$ cat config.mk
export PLATFORM = sky130hd
export DESIGN_NAME = simple_datapath
export DESIGN_NICKNAME = d
export VERILOG_FILES = /design/src/rtl/dp_pkg.sv /design/src/rtl/dp_regfile.sv /design/src/rtl/simple_datapath.sv
export SDC_FILE = /design/constraint.sdc
export NUM_CORES = 1
export LEC_CHECK = 0
export ABC_AREA = 1
export CORE_ASPECT_RATIO = 2
export CORE_MARGIN = 4
export CORE_UTILIZATION = 59
export DETAILED_ROUTE_END_ITERATION = 7
export GPL_ROUTABILITY_DRIVEN = 0
export HOLD_SLACK_MARGIN = 0.05
export PLACE_DENSITY = 0.82
export SLEW_MARGIN = 20
export SYNTH_ARGS = -nofsm -noshare
export SYNTH_HDL_FRONTEND = slang
export SYNTH_SLANG_ARGS = --single-unit
$ cat constraint.sdc
create_clock -name clk -period 3 [get_ports clk]
set_input_delay 0.45 -clock clk [delete_from_list [all_inputs] [get_ports clk]]
set_output_delay 0.45 -clock clk [all_outputs]
set_load 0.01 [all_outputs]
$ cat src/rtl/dp_pkg.sv
// Encodings shared between the datapath and the StateController: writeback mux,
// register select, shifter and ALU operations.
package dp_pkg;

  localparam int DP_DATA_W = 16;

  localparam logic [1:0] VSEL_C     = 2'b00;
  localparam logic [1:0] VSEL_PC    = 2'b01;
  localparam logic [1:0] VSEL_IMM   = 2'b10;
  localparam logic [1:0] VSEL_MDATA = 2'b11;

  localparam logic [2:0] NSEL_RN = 3'b001;
  localparam logic [2:0] NSEL_RM = 3'b010;
  localparam logic [2:0] NSEL_RD = 3'b100;

  typedef enum logic [1:0] {
    ALU_ADD = 2'b00,
    ALU_SUB = 2'b01,
    ALU_AND = 2'b10,
    ALU_NOT = 2'b11
  } alu_op_e;

  typedef enum logic [1:0] {
    SH_NONE = 2'b00,
    SH_LSL  = 2'b01,
    SH_LSR  = 2'b10,
    SH_ASR  = 2'b11
  } shift_e;

endpackage

$ cat src/rtl/dp_regfile.sv
// NREGS x DATA_W register file: one combinational read port, one write port on clk edge.
// Read returns the pre-edge value on a same-cycle write; no backpressure.
module dp_regfile #(
  parameter  int DATA_W = 16,
  parameter  int NREGS  = 8,
  localparam int REG_AW = $clog2(NREGS)
) (
  input  logic              clk,
  input  logic              rst_n,
  input  logic              wr_en,
  input  logic [REG_AW-1:0] wr_idx,
  input  logic [DATA_W-1:0] wr_dat,
  input  logic [REG_AW-1:0] rd_idx,
  output logic [DATA_W-1:0] rd_dat
);

  logic [DATA_W-1:0] regs_q [NREGS];
  logic [DATA_W-1:0] regs_d [NREGS];

  always_comb begin
    regs_d = regs_q;
    if (wr_en) begin
      regs_d[wr_idx] = wr_dat;
    end
  end

  always_ff @(posedge clk or negedge rst_n) begin
    if (!rst_n) begin
      for (int i = 0; i < NREGS; i++) begin
        regs_q[i] <= '0;
      end
    end else begin
      regs_q <= regs_d;
    end
  end

  assign rd_dat = regs_q[rd_idx];

endmodule

$ cat src/rtl/simple_datapath.sv
// Controller-driven datapath: regfile -> A/B -> shifter/ALU -> C and {V,N,Z} status.
// One cycle per stage (read->A/B, A/B->C/status, C->regfile); strobe driven, no backpressure.
module simple_datapath
  import dp_pkg::*;
#(
  parameter  int DATA_W = DP_DATA_W,
  parameter  int NREGS  = 8,
  parameter  int PC_W   = 8,
  localparam int REG_AW = $clog2(NREGS)
) (
  input  logic              clk,
  input  logic              rst_n,
  input  logic              write,
  input  logic [2:0]        nsel,
  input  logic [1:0]        vsel,
  input  logic              loada,
  input  logic              loadb,
  input  logic              loadc,
  input  logic              loads,
  input  logic [REG_AW-1:0] rn,
  input  logic [REG_AW-1:0] rm,
  input  logic [REG_AW-1:0] rd,
  input  logic [1:0]        shift,
  input  logic [1:0]        alu_op,
  input  logic              asel,
  input  logic              bsel,
  input  logic [DATA_W-1:0] sximm8,
  input  logic [DATA_W-1:0] sximm5,
  input  logic [DATA_W-1:0] mdata,
  input  logic [PC_W-1:0]   pc,
  output logic [DATA_W-1:0] datapath_out,
  output logic [2:0]        status
);

  logic [REG_AW-1:0] reg_idx;
  logic              idx_vld;
  logic              rf_wr_en;
  logic [DATA_W-1:0] wb_dat;
  logic [DATA_W-1:0] rf_rd_dat;

  logic [DATA_W-1:0] a_q, a_d;
  logic [DATA_W-1:0] b_q, b_d;
  logic [DATA_W-1:0] c_q, c_d;
  logic [2:0]        status_q, status_d;

  logic [DATA_W-1:0] b_shifted;
  logic [DATA_W-1:0] ain, bin;
  logic [DATA_W-1:0] alu_res;
  logic              alu_v;
  alu_op_e           op_e;
  shift_e            sh_e;

  assign op_e = alu_op_e'(alu_op);
  assign sh_e = shift_e'(shift);

  // A malformed nsel reads index 0 and must never write anywhere.
  always_comb begin
    reg_idx = '0;
    idx_vld = 1'b0;
    case (nsel)
      NSEL_RN: begin reg_idx = rn; idx_vld = 1'b1; end
      NSEL_RM: begin reg_idx = rm; idx_vld = 1'b1; end
      NSEL_RD: begin reg_idx = rd; idx_vld = 1'b1; end
      default: begin reg_idx = '0; idx_vld = 1'b0; end
    endcase
  end

  assign rf_wr_en = write & idx_vld;

  always_comb begin
    wb_dat = c_q;
    case (vsel)
      VSEL_C:     wb_dat = c_q;
      VSEL_PC:    wb_dat = {{(DATA_W-PC_W){1'b0}}, pc};
      VSEL_IMM:   wb_dat = sximm8;
      VSEL_MDATA: wb_dat = mdata;
      default:    wb_dat = c_q;
    endcase
  end

  dp_regfile #(
    .DATA_W (DATA_W),
    .NREGS  (NREGS)
  ) u_regfile (
    .clk    (clk),
    .rst_n  (rst_n),
    .wr_en  (rf_wr_en),
    .wr_idx (reg_idx),
    .wr_dat (wb_dat),
    .rd_idx (reg_idx),
    .rd_dat (rf_rd_dat)
  );

  always_comb begin
    b_shifted = b_q;
    case (sh_e)
      SH_NONE: b_shifted = b_q;
      SH_LSL:  b_shifted = {b_q[DATA_W-2:0], 1'b0};
      SH_LSR:  b_shifted = {1'b0, b_q[DATA_W-1:1]};
      SH_ASR:  b_shifted = {b_q[DATA_W-1], b_q[DATA_W-1:1]};
      default: b_shifted = b_q;
    endcase
  end

  assign ain = asel ? '0 : a_q;
  assign bin = bsel ? sximm5 : b_shifted;

  // Overflow: operands that agree in sign (after the subtrahend's sign flip)
  // produce a result of the opposite sign.
  always_comb begin
    alu_res = '0;
    alu_v   = 1'b0;
    case (op_e)
      ALU_ADD: begin
        alu_res = ain + bin;
        alu_v   = (ain[DATA_W-1] == bin[DATA_W-1]) && (alu_res[DATA_W-1] != ain[DATA_W-1]);
      end
      ALU_SUB: begin
        alu_res = ain - bin;
        alu_v   = (ain[DATA_W-1] != bin[DATA_W-1]) && (alu_res[DATA_W-1] != ain[DATA_W-1]);
      end
      ALU_AND: alu_res = ain & bin;
      ALU_NOT: alu_res = ~bin;
      default: alu_res = '0;
    endcase
  end

  always_comb begin
    a_d      = loada ? rf_rd_dat : a_q;
    b_d      = loadb ? rf_rd_dat : b_q;
    c_d      = loadc ? alu_res : c_q;
    status_d = loads ? {alu_v, alu_res[DATA_W-1], (alu_res == '0)} : status_q;
  end

  always_ff @(posedge clk or negedge rst_n) begin
    if (!rst_n) begin
      a_q      <= '0;
      b_q      <= '0;
      c_q      <= '0;
      status_q <= '0;
    end else begin
      a_q      <= a_d;
      b_q      <= b_d;
      c_q      <= c_d;
      status_q <= status_d;
    end
  end

  assign datapath_out = c_q;
  assign status       = status_q;

endmodule

# [Word-level counts from Yosys, hierarchy flattened]
# Index checks and enable logic that the tools add are counted.
# W data, S select, Z words.
[word_totals] reg_bits=179 latchBits=0 ram_bits=0 romBits=0 word_cells=58 n_memories=0
[op_classes] n_addsub=2 multipliers=0 div_mod_pow=0 order_cmp=2 n_eq_ne=16 shifts=0 mux=14 n_bitwise=4 reduce_logical=8
[ops] cell="$pmux W16 S4" count=3
[ops] cell="$bwmux W128" count=1
[ops] cell="$mux W16" count=5
[ops] cell="$bmux W16 S3" count=1
[ops] cell="$demux W16 S3" count=1
[ops] cell="$add A16 B16 Y16" count=1
[ops] cell="$and A16 B16 Y16" count=1
[ops] cell="$logic_not A16 Y1" count=1
[ops] cell="$not A16 Y16" count=1
[ops] cell="$sub A16 B16 Y16" count=1
[ops] cell="$eq A2 B2 Y1 const B" count=6
[ops] cell="$pmux W3 S3" count=1
[ops] cell="$eq A2 B1 Y1 const B" count=3
[ops] cell="$logic_not A2 Y1" count=3
[ops] cell="$ge A4 B4 Y1 const B" count=1
[ops] cell="$lt A4 B1 Y1 const B" count=1
[ops] cell="$not A3 Y4" count=1
[ops] cell="$eq A3 B1 Y1 const B" count=1
[ops] cell="$eq A3 B2 Y1 const B" count=1
[ops] cell="$eq A3 B3 Y1 const B" count=1
[ops] cell="$logic_and A1 B1 Y1" count=3
[ops] cell="$ne A1 B1 Y1" count=3
[ops] cell="$reduce_or A3 Y1" count=1
[ops] cell="$pmux W1 S2" count=1
[ops] cell="other kinds (3)" count=3

# [Depth between registers and ports, before layout]
[depth] word_depth=8 ltp_mapped=23 mapped_depth_nobuf=22

# [Hierarchy]
# A second synthesis with hierarchy kept.
[hier_totals] cells_unflattened=1755 area_unflattened_um2=11582.4
[by_module_without_submodules] mod="dp_regfile" instances=1 cells_per_inst=867 area_each_um2=6274.8 seq_area_each_um2=3203.1
[by_module_without_submodules] mod="simple_datapath" instances=1 cells_per_inst=888 area_each_um2=5307.6 seq_area_each_um2=1276.2

# [Worst setup path after synthesis]
# OpenSTA, ideal clock, no wires.
[synth_path] path_kind="input-to-reg" start="input bsel" end="register status_q[0], in the netlist status[0]" arrival_ps=2833 slack_ps=103 path_stages=20 n_path_buf=1 cell_sequence="clkbuf_1 > inv_1 > or2_2 > nand2_1 > inv_1 > ha_1 > fa_1 > nand3_1 > nand2_1 > nand2_1 > nand2_1 > nand2_1 > nand2_1 > nand2_1 > a21oi_1 > nor2_1 > nand2_1 > nor2_1 > nand2_1 > nand2_1"
[synth_between] elab_chain_len=4 elab_cells_between_ends=7 cone_classes="add/sub (2); mux (2); bitwise (2); reduce/logical (1)"
[synth_lines] item="start: declaration" line_no="simple_datapath.sv:26" source="input logic bsel,"
[synth_lines] item="$mux W16 *" line_no="simple_datapath.sv:106" source="assign bin = bsel ? sximm5 : b_shifted;"
[synth_lines] item="$sub A16 B16 Y16 (tied with other cells)" line_no="simple_datapath.sv:119" source="alu_res = ain - bin;"
[synth_lines] item="$pmux W16 S4 *" line_no="simple_datapath.sv:113" source="case (op_e)"
[synth_lines] item="$logic_not A16 Y1 *" line_no="simple_datapath.sv:132" source="status_d = loads ? {alu_v, alu_res[DATA_W-1], (alu_res == '0)} : status_q;"
[synth_lines] item="end signal: assignment" line_no="simple_datapath.sv:145" source="status_q <= status_d;"
[synth_lines] item="end: declaration" line_no="simple_datapath.sv:44" source="logic [2:0] status_q, status_d;"
# Mark *: on every way between the ends. The rest lies on a longest branch, timed or not.
# A chain may end at the register's enable or synchronous reset.

# [Worst setup path after layout]
# Same ends and word-level chain as after synthesis.

==> flow_metrics.py <==
metrics = {
    "drt": {
        "drtAntennaViolNets": 0,
        "dr.pass1.iters": 6,
        "routedWlPerCell_um": 19.3,
        "via_per_inst": 5.78,
        "finalWirelength_um": 39900,
        "route.detailed.drc": 0,
        "dr.first_iter.drc_count": 987,
        "vias": 12000,
    },
    "clocking": {
        "cts_buffers": 17,
        "htreeDepth": 4,
        "cts_tree": "done",
        "clkTransAtPathRegs_ns": 0.07,
        "clk_path_buf_depth": 2,
        "clk_latency_ns": 0.44,
        "cts-root-buf": "clkbuf_16",
        "cts_sinks": 179,
    },
    "critical_path": {
        "worstPathArrival_ns": 3.35,
        "cp-end-kind": "flop",
        "cp_max_fo": 18,
        "r2r_slack_ns": 0.17,
        "cp.required_ns": 3.37,
        "critPathLaunchType": "input port",
        "crit_type": "in -> reg",
    },
    "synth": {
        "netlist.area_leader.share_pct": 39.9,
        "synth_seq_cells": 179,
        "syn_nets": 1692,
        "synth_area_mm2": 0.0112,
        "yosysTopAreaCell": "dfrtp_1",
        "synth_cell_types": 36,
        "seq_area_frac_synth_pct": 39.9,
        "synth-async-reset-ratio_pct": 100,
        "syn-instance-count": 1575,
        "ys_warn_count": 0,
        "synth_top_flop_cell": "dfrtp_1",
        "synth_edf_count": 0,
        "synth_area_leaders": "dfrtp_1 40%, nand2_1 16%, o21ai_0 8.2%, inv_1 7.6%, mux2_2 4.7%",
        "avgSynthCellArea_um2": 7.13,
    },
    "floorplan": {
        "num_rows": 71,
        "io_pins": 102,
        "start_util_pct": 59.9,
        "die_h_um": 203,
        "core_mm2": 0.0187,
        "die_width_um": 106,
        "floorplan.die_area_mm2": 0.0215,
    },
    "sta": {
        "skew_ns": 0.00672,
        "rsz0062_at_grt": "true",
        "drv_slew": 0,
        "min_period_over_period_pct": 99.2,
        "fin_crit_ns": 2.98,
        "maxSlewHeadroom_pct": 39.1,
        "finalHoldViolations": 0,
        "fin_tns_setup_ns": 0,
        "tightest_slew_ns": 0.909,
        "fmax_mhz": 336,
        "setup_viol": 0,
    },
    "cells_and_area": {
        "syn_to_final_growth_pct": 29.6,
        "postLayoutCellArea_mm2": 0.0146,
        "drive_gt1_share_pct": 19.2,
        "nNetsFinal": 1917,
    },
    "grt": {
        "grt_usage_pct": 36.6,
        "antenna_found_initial": 1,
        "grt_pass1_wl_um": 60100,
        "overflow": 0,
        "grt_pass1_vias": 11900,
        "grt_start_max_net_pins": 103,
    },
    "pwr": {
        "powerDensity_mw_per_mm2": 618,
        "ir_drop_mv": 0.561,
        "leakage_nw": 7.19,
    },
    "run_status": {
        "status": "complete, no violations",
    },
    "place": {
        "hpwl_um": 28900,
        "io_buffers": 101,
        "placed_area_mm2": 0.0136,
    },
    "job": {
        "cap_violations": 0,
    },
    "min_path": {
        "hp-class": "in -> async",
    },
}
## layer usage
layer  vias up  part of all wire (%)  global-route usage [%]
met2       692                    49                    62.2
met3       259                   8.1                    8.90
li1       5489                     -                       -
met1      5528                    31                    35.7
met4         0                    11                    34.1
met5         -                     0                       0
## synth_stat cells, types with 5 or more instances
| cell | count |
|---|---|
| nand2_1 | 472 |
| inv_1 | 227 |
| o21ai_0 | 183 |
| dfrtp_1 | 179 |
| nor2_1 | 105 |
| nand3_1 | 94 |
| a21oi_1 | 60 |
| mux2_2 | 47 |
| clkbuf_1 | 41 |
| o211ai_1 | 35 |
| ha_1 | 32 |
| nand4_1 | 14 |
| buf_2 | 12 |
| o21ai_1 | 12 |
| a22oi_1 | 6 |
| inv_2 | 5 |
| nand3_2 | 5 |
## sequential cells by signal (all words and copies together) (netlist names)
| name | flops |
|---|---|
| a_q | 16 |
| b_q | 16 |
| datapath_out | 16 |
| status | 3 |
| u_regfile.regs_q | 128 |
## placed cells by master, fill, tap and decap left out, types with 4 or more instances in the layout
master,count
o21ai_1,15
a22oi_1,6
dfrtp_1,179
nand3_1,88
nand2_1,447
ha_4,14
nand2_2,25
and2_1,4
clkbuf_16,17
inv_2,7
nand4_1,14
o21ai_0,180
buf_6,4
nor2_4,7
o211ai_1,35
buf_12,4
ha_1,16
nor2_1,84
buf_4,160
a21oi_2,11
nor2_2,19
mux2_2,47
nand3_2,11
clkdlybuf4s50_1,98
inv_1,225
a21oi_1,49
clkbuf_8,4
## power by group
group	internal, mW	switching [mW]	total (mW)
logic	1.50	2.05	3.55
registers	3.04	0.341	3.38
clock network	1.14	0.919	2.06
total	5.68	3.31	8.99
## layout make-up
type / count / area [um2]
Tap cell: 255 / 319
Clock buffer: 24 / 492
Antenna cell: 2 / 5.00
Inverter: 234 / 878
Clock inverter: 7 / 51.3
Multi-Input combinational cell: 1099 / 6000
Fill cell: 1300 / 4180
Sequential cell: 179 / 4480
Timing Repair Buffer: 269 / 2340
## kinds of logic after synthesis
logic type                 share of synthesized area, %
muxes                                              4.91
and+or+nand+nor                                    26.1
xor gates and xnor gates                          0.234
AOI/OAI and AO/OA                                  14.7
buffers and inverters                              10.3
adders and majority gates                          3.92
DFF                                                39.9
## stage by stage
step / hold slack (ns) / std cells / total power [mW] / util (%) / setup WS, ns
floorplan: 0.154 / 1575 / 5.06 / - / 0.103
global route: 0.497 / 2068 / 9.49 / 77.7 / -0.146
finish: 0.466 / 2069 / 8.99 / 77.7 / 0.0238
global placement: 0.360 / 2033 / 6.44 / 72.5 / -0.514
CTS: 0.465 / 2065 / 8.64 / 75.5 / 0.0100
detailed placement: 0.365 / 2033 / 6.55 / 72.5 / -0.559
## critical path: stages
cell,delay [ns]
clkdlybuf4s50_1,0.47
buf_4,0.22
a21oi_2,0.04
nand3_1,0.12
nand2_2,0.18
buf_4,0.19
ha_1,0.36
inv_1,0.09
nand2_1,0.06
nand2_1,0.12
inv_1,0.07
nand2_1,0.12
a21oi_1,0.15
nand3_1,0.09
nand3_1,0.08
nand2_1,0.06
nor2_2,0.17
nand2_1,0.08
nor2_1,0.09
nand2_1,0.07
nand2_1,0.06
## what timing repair did
item | CTS | global route
setup buffers | 0 | 2
gates cloned | 0 | 0
endpoints found under the setup margin | 3 | 13
endpoints found under the hold margin | 34 | 0
hold buffers | 1 | 0
gates resized for setup | 5 | 94
pin swaps | 1 | 11
## final timing paths
kind                                         to  startpoint  depth (start not counted)
max                                   status[0]        bsel                         21
min                        u_regfile.regs_q[49]       rst_n                          2
max reg2reg                           status[0]      b_q[9]                         20
min reg2reg                           status[2]   status[2]                          2
max in group asynchronous  u_regfile.regs_q[52]       rst_n                          3
min in group clk                      status[2]   status[2]                          2
No activity file was read; power rests on OpenSTA's default activity.
